--- config.mk ---
export PLATFORM = sky130hd
export DESIGN_NAME = dual_issue_scheduler
export DESIGN_NICKNAME = d
export VERILOG_FILES = /design/src/rtl/dual_issue_scheduler.sv
export SDC_FILE = /design/constraint.sdc
export NUM_CORES = 1
export LEC_CHECK = 0
export ABC_AREA = 1
export CORE_ASPECT_RATIO = 0.5
export CORE_MARGIN = 4
export CORE_UTILIZATION = 40
export CTS_CLUSTER_DIAMETER = 50
export DETAILED_ROUTE_END_ITERATION = 8
export PLACE_DENSITY = 0.67
export SKIP_LAST_GASP = 1
export SLEW_MARGIN = 20
export SYNTH_ARGS = -nofsm -noshare
export SYNTH_HDL_FRONTEND = slang
export SYNTH_SLANG_ARGS = --single-unit
--- constraint.sdc ---
create_clock -name clk -period 3.2 [get_ports clk]
set_clock_uncertainty 0.05 [all_clocks]
set_input_delay 0.32 -clock clk [delete_from_list [all_inputs] [get_ports clk]]
set_output_delay 0.32 -clock clk [all_outputs]
set_load 0.02 [all_outputs]
--- src/rtl/dual_issue_scheduler.sv ---
// Issue-stage scheduler: dual-issues decoded pairs, splits them on intra-pair
// conflicts and inserts bubbles on load-use hazards against last cycle's issue.

module dual_issue_scheduler #(
  parameter int IW = 32,
  parameter int RW = 5
) (
  input  logic          clk,
  input  logic          rst_n,
  input  logic          in_valid,
  output logic          in_ready,
  input  logic [IW-1:0] a_instr,
  input  logic [IW-1:0] b_instr,
  input  logic [3:0]    a_type,
  input  logic [3:0]    b_type,
  input  logic [RW-1:0] a_rd,
  input  logic [RW-1:0] a_rs1,
  input  logic [RW-1:0] a_rs2,
  input  logic [RW-1:0] b_rd,
  input  logic [RW-1:0] b_rs1,
  input  logic [RW-1:0] b_rs2,
  input  logic          a_use_rs1,
  input  logic          a_use_rs2,
  input  logic          a_we,
  input  logic          b_use_rs1,
  input  logic          b_use_rs2,
  input  logic          b_we,
  input  logic          flush,
  input  logic          iss_ready,
  output logic          iss_a_valid,
  output logic          iss_b_valid,
  output logic [IW-1:0] iss_a_instr,
  output logic [IW-1:0] iss_b_instr,
  output logic [3:0]    iss_a_type,
  output logic [3:0]    iss_b_type,
  output logic [RW-1:0] iss_a_rd,
  output logic [RW-1:0] iss_b_rd,
  output logic          iss_a_we,
  output logic          iss_b_we,
  output logic [3:0]    hazard_a,
  output logic [3:0]    hazard_b,
  output logic [15:0]   bubble_cnt
);

  // Encodings shared with the enum_helpers instruction_t / hazard_signal_t types.
  typedef enum logic [3:0] {
    R_TYPE_i = 4'd0,  I_TYPE_i = 4'd1, LOAD_i   = 4'd2, S_TYPE_i = 4'd3,
    B_TYPE_i = 4'd4,  JAL_i    = 4'd5, JALR_i   = 4'd6, LUI_i    = 4'd7,
    AUIPC_i  = 4'd8,  ECALL_i  = 4'd9, FENCE_i  = 4'd10, NONE_i  = 4'd11
  } instruction_t;

  typedef enum logic [3:0] {
    A_STALL      = 4'd0,
    B_STALL      = 4'd1,
    STALL_FROM_A = 4'd2,
    NONE_h       = 4'd9
  } hazard_signal_t;

  typedef enum logic {PAIR, HOLD_B} state_t;

  typedef struct packed {
    logic          valid;
    logic [IW-1:0] instr;
    logic [3:0]    itype;
    logic [RW-1:0] rd;
    logic          we;
  } lane_t;

  typedef struct packed {
    logic [IW-1:0] instr;
    logic [3:0]    itype;
    logic [RW-1:0] rd;
    logic [RW-1:0] rs1;
    logic [RW-1:0] rs2;
    logic          use_rs1;
    logic          use_rs2;
    logic          we;
  } slot_t;

  localparam lane_t LANE_RST = '{valid: 1'b0, instr: '0, itype: NONE_i, rd: '0, we: 1'b0};
  localparam slot_t SLOT_RST = '{instr: '0, itype: NONE_i, rd: '0, rs1: '0, rs2: '0,
                                 use_rs1: 1'b0, use_rs2: 1'b0, we: 1'b0};

  function automatic logic writes_load(lane_t l, logic [RW-1:0] r);
    return l.valid && (l.itype == LOAD_i) && l.we && (l.rd == r);
  endfunction

  function automatic logic load_hit(slot_t s, lane_t la, lane_t lb);
    logic h1, h2;
    h1 = s.use_rs1 && (s.rs1 != '0) && (writes_load(la, s.rs1) || writes_load(lb, s.rs1));
    h2 = s.use_rs2 && (s.rs2 != '0) && (writes_load(la, s.rs2) || writes_load(lb, s.rs2));
    return h1 || h2;
  endfunction

  function automatic lane_t to_lane(slot_t s);
    return '{valid: 1'b1, instr: s.instr, itype: s.itype, rd: s.rd, we: s.we};
  endfunction

  state_t         state_q, state_d;
  lane_t          lane_a_q, lane_a_d, lane_b_q, lane_b_d;
  slot_t          hold_q, hold_d;
  hazard_signal_t haz_a_q, haz_a_d, haz_b_q, haz_b_d;
  logic [15:0]    bubble_cnt_q;
  slot_t          slot_a, slot_b;
  logic           a_hit, b_hit, hold_hit;
  logic           b_reads_a, waw, a_ctrl, mem_conflict, split;
  logic           issued, pending, bubble;

  assign slot_a = '{a_instr, a_type, a_rd, a_rs1, a_rs2, a_use_rs1, a_use_rs2, a_we};
  assign slot_b = '{b_instr, b_type, b_rd, b_rs1, b_rs2, b_use_rs1, b_use_rs2, b_we};

  assign a_hit    = load_hit(slot_a, lane_a_q, lane_b_q);
  assign b_hit    = load_hit(slot_b, lane_a_q, lane_b_q);
  assign hold_hit = load_hit(hold_q, lane_a_q, lane_b_q);

  assign b_reads_a    = a_we && (a_rd != '0) &&
                        ((b_use_rs1 && (b_rs1 == a_rd)) || (b_use_rs2 && (b_rs2 == a_rd)));
  assign waw          = a_we && b_we && (a_rd == b_rd) && (a_rd != '0);
  assign a_ctrl       = a_type inside {B_TYPE_i, JAL_i, JALR_i, ECALL_i};
  assign mem_conflict = (a_type inside {LOAD_i, S_TYPE_i}) && (b_type inside {LOAD_i, S_TYPE_i});
  assign split        = b_reads_a || waw || a_ctrl || mem_conflict;

  assign in_ready = iss_ready && !flush && (state_q == PAIR) && !a_hit;

  always_comb begin
    // NOTE: every target is given a default first so no path through this block infers a latch.
    state_d  = state_q;
    lane_a_d = lane_a_q;
    lane_b_d = lane_b_q;
    haz_a_d  = haz_a_q;
    haz_b_d  = haz_b_q;
    hold_d   = hold_q;
    issued   = 1'b0;
    pending  = 1'b0;
    if (flush) begin
      state_d        = PAIR;
      lane_a_d.valid = 1'b0;
      lane_b_d.valid = 1'b0;
      haz_a_d        = NONE_h;
      haz_b_d        = NONE_h;
      hold_d         = SLOT_RST;
    end else if (iss_ready) begin
      lane_a_d.valid = 1'b0;
      lane_b_d.valid = 1'b0;
      haz_a_d        = NONE_h;
      haz_b_d        = NONE_h;
      case (state_q)
        PAIR: begin
          if (in_valid) begin
            pending = 1'b1;
            if (a_hit) begin
              haz_a_d = A_STALL;
              haz_b_d = STALL_FROM_A;
            end else begin
              issued   = 1'b1;
              lane_a_d = to_lane(slot_a);
              if (b_hit || split) begin
                hold_d  = slot_b;
                state_d = HOLD_B;
                if (b_hit) haz_b_d = B_STALL;
                else       haz_b_d = STALL_FROM_A;
              end else begin
                lane_b_d = to_lane(slot_b);
              end
            end
          end
        end
        HOLD_B: begin
          pending = 1'b1;
          // Lanes were just cleared or hold A, so a held-B hit clears after one bubble.
          if (hold_hit) begin
            haz_b_d = B_STALL;
          end else begin
            issued   = 1'b1;
            lane_b_d = to_lane(hold_q);
            state_d  = PAIR;
          end
        end
        default: state_d = PAIR;
      endcase
    end
  end

  assign bubble = pending && !issued;

  always_ff @(posedge clk or negedge rst_n) begin
    // NOTE: sequential state is updated with non-blocking assignments so every register samples pre-edge values.
    if (!rst_n) state_q <= PAIR;
    else        state_q <= state_d;
  end

  always_ff @(posedge clk or negedge rst_n) begin
    // NOTE: the hold register is reset too, so a reset mid-split discards the parked B.
    if (!rst_n) begin
      lane_a_q     <= LANE_RST;
      lane_b_q     <= LANE_RST;
      hold_q       <= SLOT_RST;
      haz_a_q      <= NONE_h;
      haz_b_q      <= NONE_h;
      bubble_cnt_q <= '0;
    end else begin
      lane_a_q <= lane_a_d;
      lane_b_q <= lane_b_d;
      hold_q   <= hold_d;
      haz_a_q  <= haz_a_d;
      haz_b_q  <= haz_b_d;
      if (bubble && (bubble_cnt_q != 16'hFFFF)) bubble_cnt_q <= bubble_cnt_q + 16'd1;
    end
  end

  assign iss_a_valid = lane_a_q.valid;
  assign iss_a_instr = lane_a_q.instr;
  assign iss_a_type  = lane_a_q.itype;
  assign iss_a_rd    = lane_a_q.rd;
  assign iss_a_we    = lane_a_q.we;
  assign iss_b_valid = lane_b_q.valid;
  assign iss_b_instr = lane_b_q.instr;
  assign iss_b_type  = lane_b_q.itype;
  assign iss_b_rd    = lane_b_q.rd;
  assign iss_b_we    = lane_b_q.we;
  assign hazard_a    = haz_a_q;
  assign hazard_b    = haz_b_q;
  assign bubble_cnt  = bubble_cnt_q;

endmodule
==> impl_metrics.toml <==
[synth]
synthArstFlopShare_pct = 100
syn-instance-count = 1235
ys_seq_elements = 161
ys.warnings.count = 0
synth_edf_count = 0
synth-main-ff-cell = "dfrtp_1"
yosys.area.top_type_share_pct = 42.0
synthTopCellsByArea = "dfrtp_1 (42%), nand2_1 (27%), nand3_1 (7.2%)"
postSynthAreaPerCell_um2 = 7.18
yosysSeqAreaShare_pct = 45.6
synth_top_cell_by_area = "dfrtp_1"
synth_cell_types = 33
synthesis.area_um2 = 8870

[route]
drtAntennaViolNets = 0
wl_mm = 27.6
vias_per_cell = 4.93
dr.pass1.iters = 5
via_count = 8620
drc = 0
wl_per_cell_um = 15.8
drtIter0Drc = 741

[global_routing]
antenna_found_initial = 1
grtUsageMet2_pct = 37.2
gr-total-overflow = 0
grt_busiest_layer = "met2"
use_met1_pct = 29.4
grtUsageMet3_pct = 6.14
grt_pass1_vias = 8363
grt_pass1_wl_mm = 44.5
grt_use_total_pct = 22.6
grt_max_degree = 69

[die]
die-height_um = 113
rows = 38
ios = 224
die-area_um2 = 24800
start_util_pct = 40.8
die_x_um = 219
core_area_um2 = 21700

[layout]
nNetsFinal = 1551
drive_gt1_share_pct = 6.62
area_growth_pct = 34.2
num-fill-cells = 2081
num_antenna_cells = 0
finish.utilization_pct = 54.8

[clock_tree]
numCtsBuffers = 17
cts-root-buf = "clkbuf_16"
ctsHtreeMaxLevel = 4
clock_sinks = 161
clk_pin_slew_ns = 0.07
clock_latency_ns = 0.44
clockBufferDepth = 2
cts_tree = "done"
ctsResizeCount = 0

[power_and_ir_drop]
ir_worst_vdd_mv = 0.354
fin_total_pwr_mw = 6.11
p_leak_nw = 6.09
p_per_area_nw_per_um2 = 514

[place]
place_ws_ns = 0.525
portBuffers = 220
gp_congestion = 0.955
dp_hpwl_mm = 19.6

[sta]
rsz0062_at_grt = "false"
worst_slack_ns = 0.180
fmax_ghz = 0.331
tightest_slew_ns = 1.00
tns_ns = 0
hold_viol = 0
relSlewSlack_pct = 33.2
fin_crit_sh_pct = 94.4
hold_ws_ns = 0.368
setup_viol = 0
slew_violations = 0
post-route-min-period_ns = 3.02

[setup_path]
critPathBufInv = 2
critPathMostFrequentCell = "nand2_1"
critPathSlowestCell = "dfrtp_1"
cp-start-kind = "flip-flop"
crit_chain = "inv_2, nand2_1, nand2_1, nand2_1, nor2_1, nand2_1, nand2_1, nand2_1, nand3_2, nor2_2, clkdlybuf4s50_1"
worstSetupPathType = "flip-flop to output port"
arrival_ns = 2.65
crit_family = "buffers and inverters"
crit_path_max_incr_delay_ns = 0.66
crit_fanout = 8
cp_data_required_time_ns = 2.83
end_kind = "output port"

[status]
outcome = "finished clean"

[worst_hold_path]
hp-class = "input port to flip-flop"

[run]
drv_cap = 0
## power by group
part	switching, mW	total [mW]	internal, mW
Sequential	0.218	2.48	2.26
Combinational	0.825	1.52	0.696
Clock	0.862	2.12	1.26
## logic make-up (layout without fill, tap and decap cells)
group / Yosys count / after routing / share of synthesized area, %
other: 1 / 3 / 0.0423
buffers and inverters: 137 / 350 / 7.46
xor gates and xnor gates: 55 / 55 / 5.43
and+or+nand+nor: 855 / 855 / 39.8
DFF: 161 / 161 / 45.6
AOI/OAI and AO/OA: 25 / 25 / 1.50
adders and majority gates: 1 / 1 / 0.141
## synthesized netlist by cell type (all sizes together) (3+ instances only)
library cell,n
a21oi,5
nand3b,4
xnor2,38
buf,56
dfstp,12
nand2,635
o21ai,16
nand4,8
nor2,69
nand3,132
nor3,4
inv,75
clkbuf,6
nor4,3
dfrtp,149
xor2,17
## layout make-up
class                      instances  area [um2]  area share (%)
multi-input combinational        939        4170            35.0
clock buffer                      21         450            3.78
clock inverter                    11         154            1.29
inverter                          75         282            2.36
tap                              300         375            3.15
timing repair buffer             243        2430            20.4
sequential                       161        4040            34.0
## worst paths after layout
| check | start | end | slack, ns | depth (start not counted) |
|---|---|---|---|---|
| worst max-delay path | iss_a_rd[3] | in_ready | 0.18 | 11 |
| worst min-delay path | a_instr[24] | iss_a_instr[24] | 0.37 | 3 |
| worst max register to register | iss_a_rd[3] | iss_b_instr[2] | 0.59 | 15 |
| worst min register to register | iss_b_instr[16] | iss_b_instr[16] | 0.42 | 2 |
| max in group asynchronous | rst_n | iss_b_type[0] | 1.85 | 3 |
| min in group asynchronous | rst_n | bubble_cnt[3] | 0.39 | 2 |
## cells in the final DEF, fill, tap and decap left out, drive strengths merged, types with 16 or more instances in the layout
master,synthesis,layout
dfrtp,149,149
nand2,635,635
xnor2,38,38
inv,75,78
clkbuf,6,21
clkdlybuf4s50,0,219
xor2,17,17
buf,56,23
nand3,132,132
o21ai,16,16
nor2,69,69
## sequential cells by signal, summed over array words and instances, names as in the netlist
name and count:
state_q 1, hazard_b 3, iss_b_rd 5, iss_b_type 4, iss_b_instr 32, iss_a_instr 32, iss_a_valid 1, iss_b_we 1
iss_a_we 1, hazard_a 1, bubble_cnt 16, iss_a_rd 5, hold_q 54, iss_a_type 4, iss_b_valid 1
## worst reg2reg max path: stages, from the launching register on
cell and delay, ns:
dfrtp_1 0.66, inv_2 0.18, nand2_1 0.09, nand2_1 0.05, nand2_1 0.06, nor2_1 0.03, nand2_1 0.06, nand2_1 0.05
nand2_1 0.13, nand2_1 0.16, nor2_4 0.17, buf_4 0.46, nand3_1 0.15, nand2_1 0.10, nand2_1 0.07, nand2_1 0.07
## per-stage QoR
stage                     cells  instance area, um2
after CTS                  1746               11900
after global routing       1750               11900
after floorplan            1237                8880
after detailed placement   1713               11300
after global placement     1713               11300
final                      1750               11900
## layer usage
layer | up-vias | routed length (um)
met3 | 41 | 1890
met2 | 249 | 13100
li1 | 4197 | -
met5 | - | 13
met4 | 2 | 542
met1 | 4131 | 12100
## repair_timing
action,4_1_cts,5_1_grt
endpoints found under the setup margin,0,1
hold endpoints to repair,56,0
hold buffers,1,0
buffers inserted,0,4
Note: power is estimated with default switching activity, not from simulation.
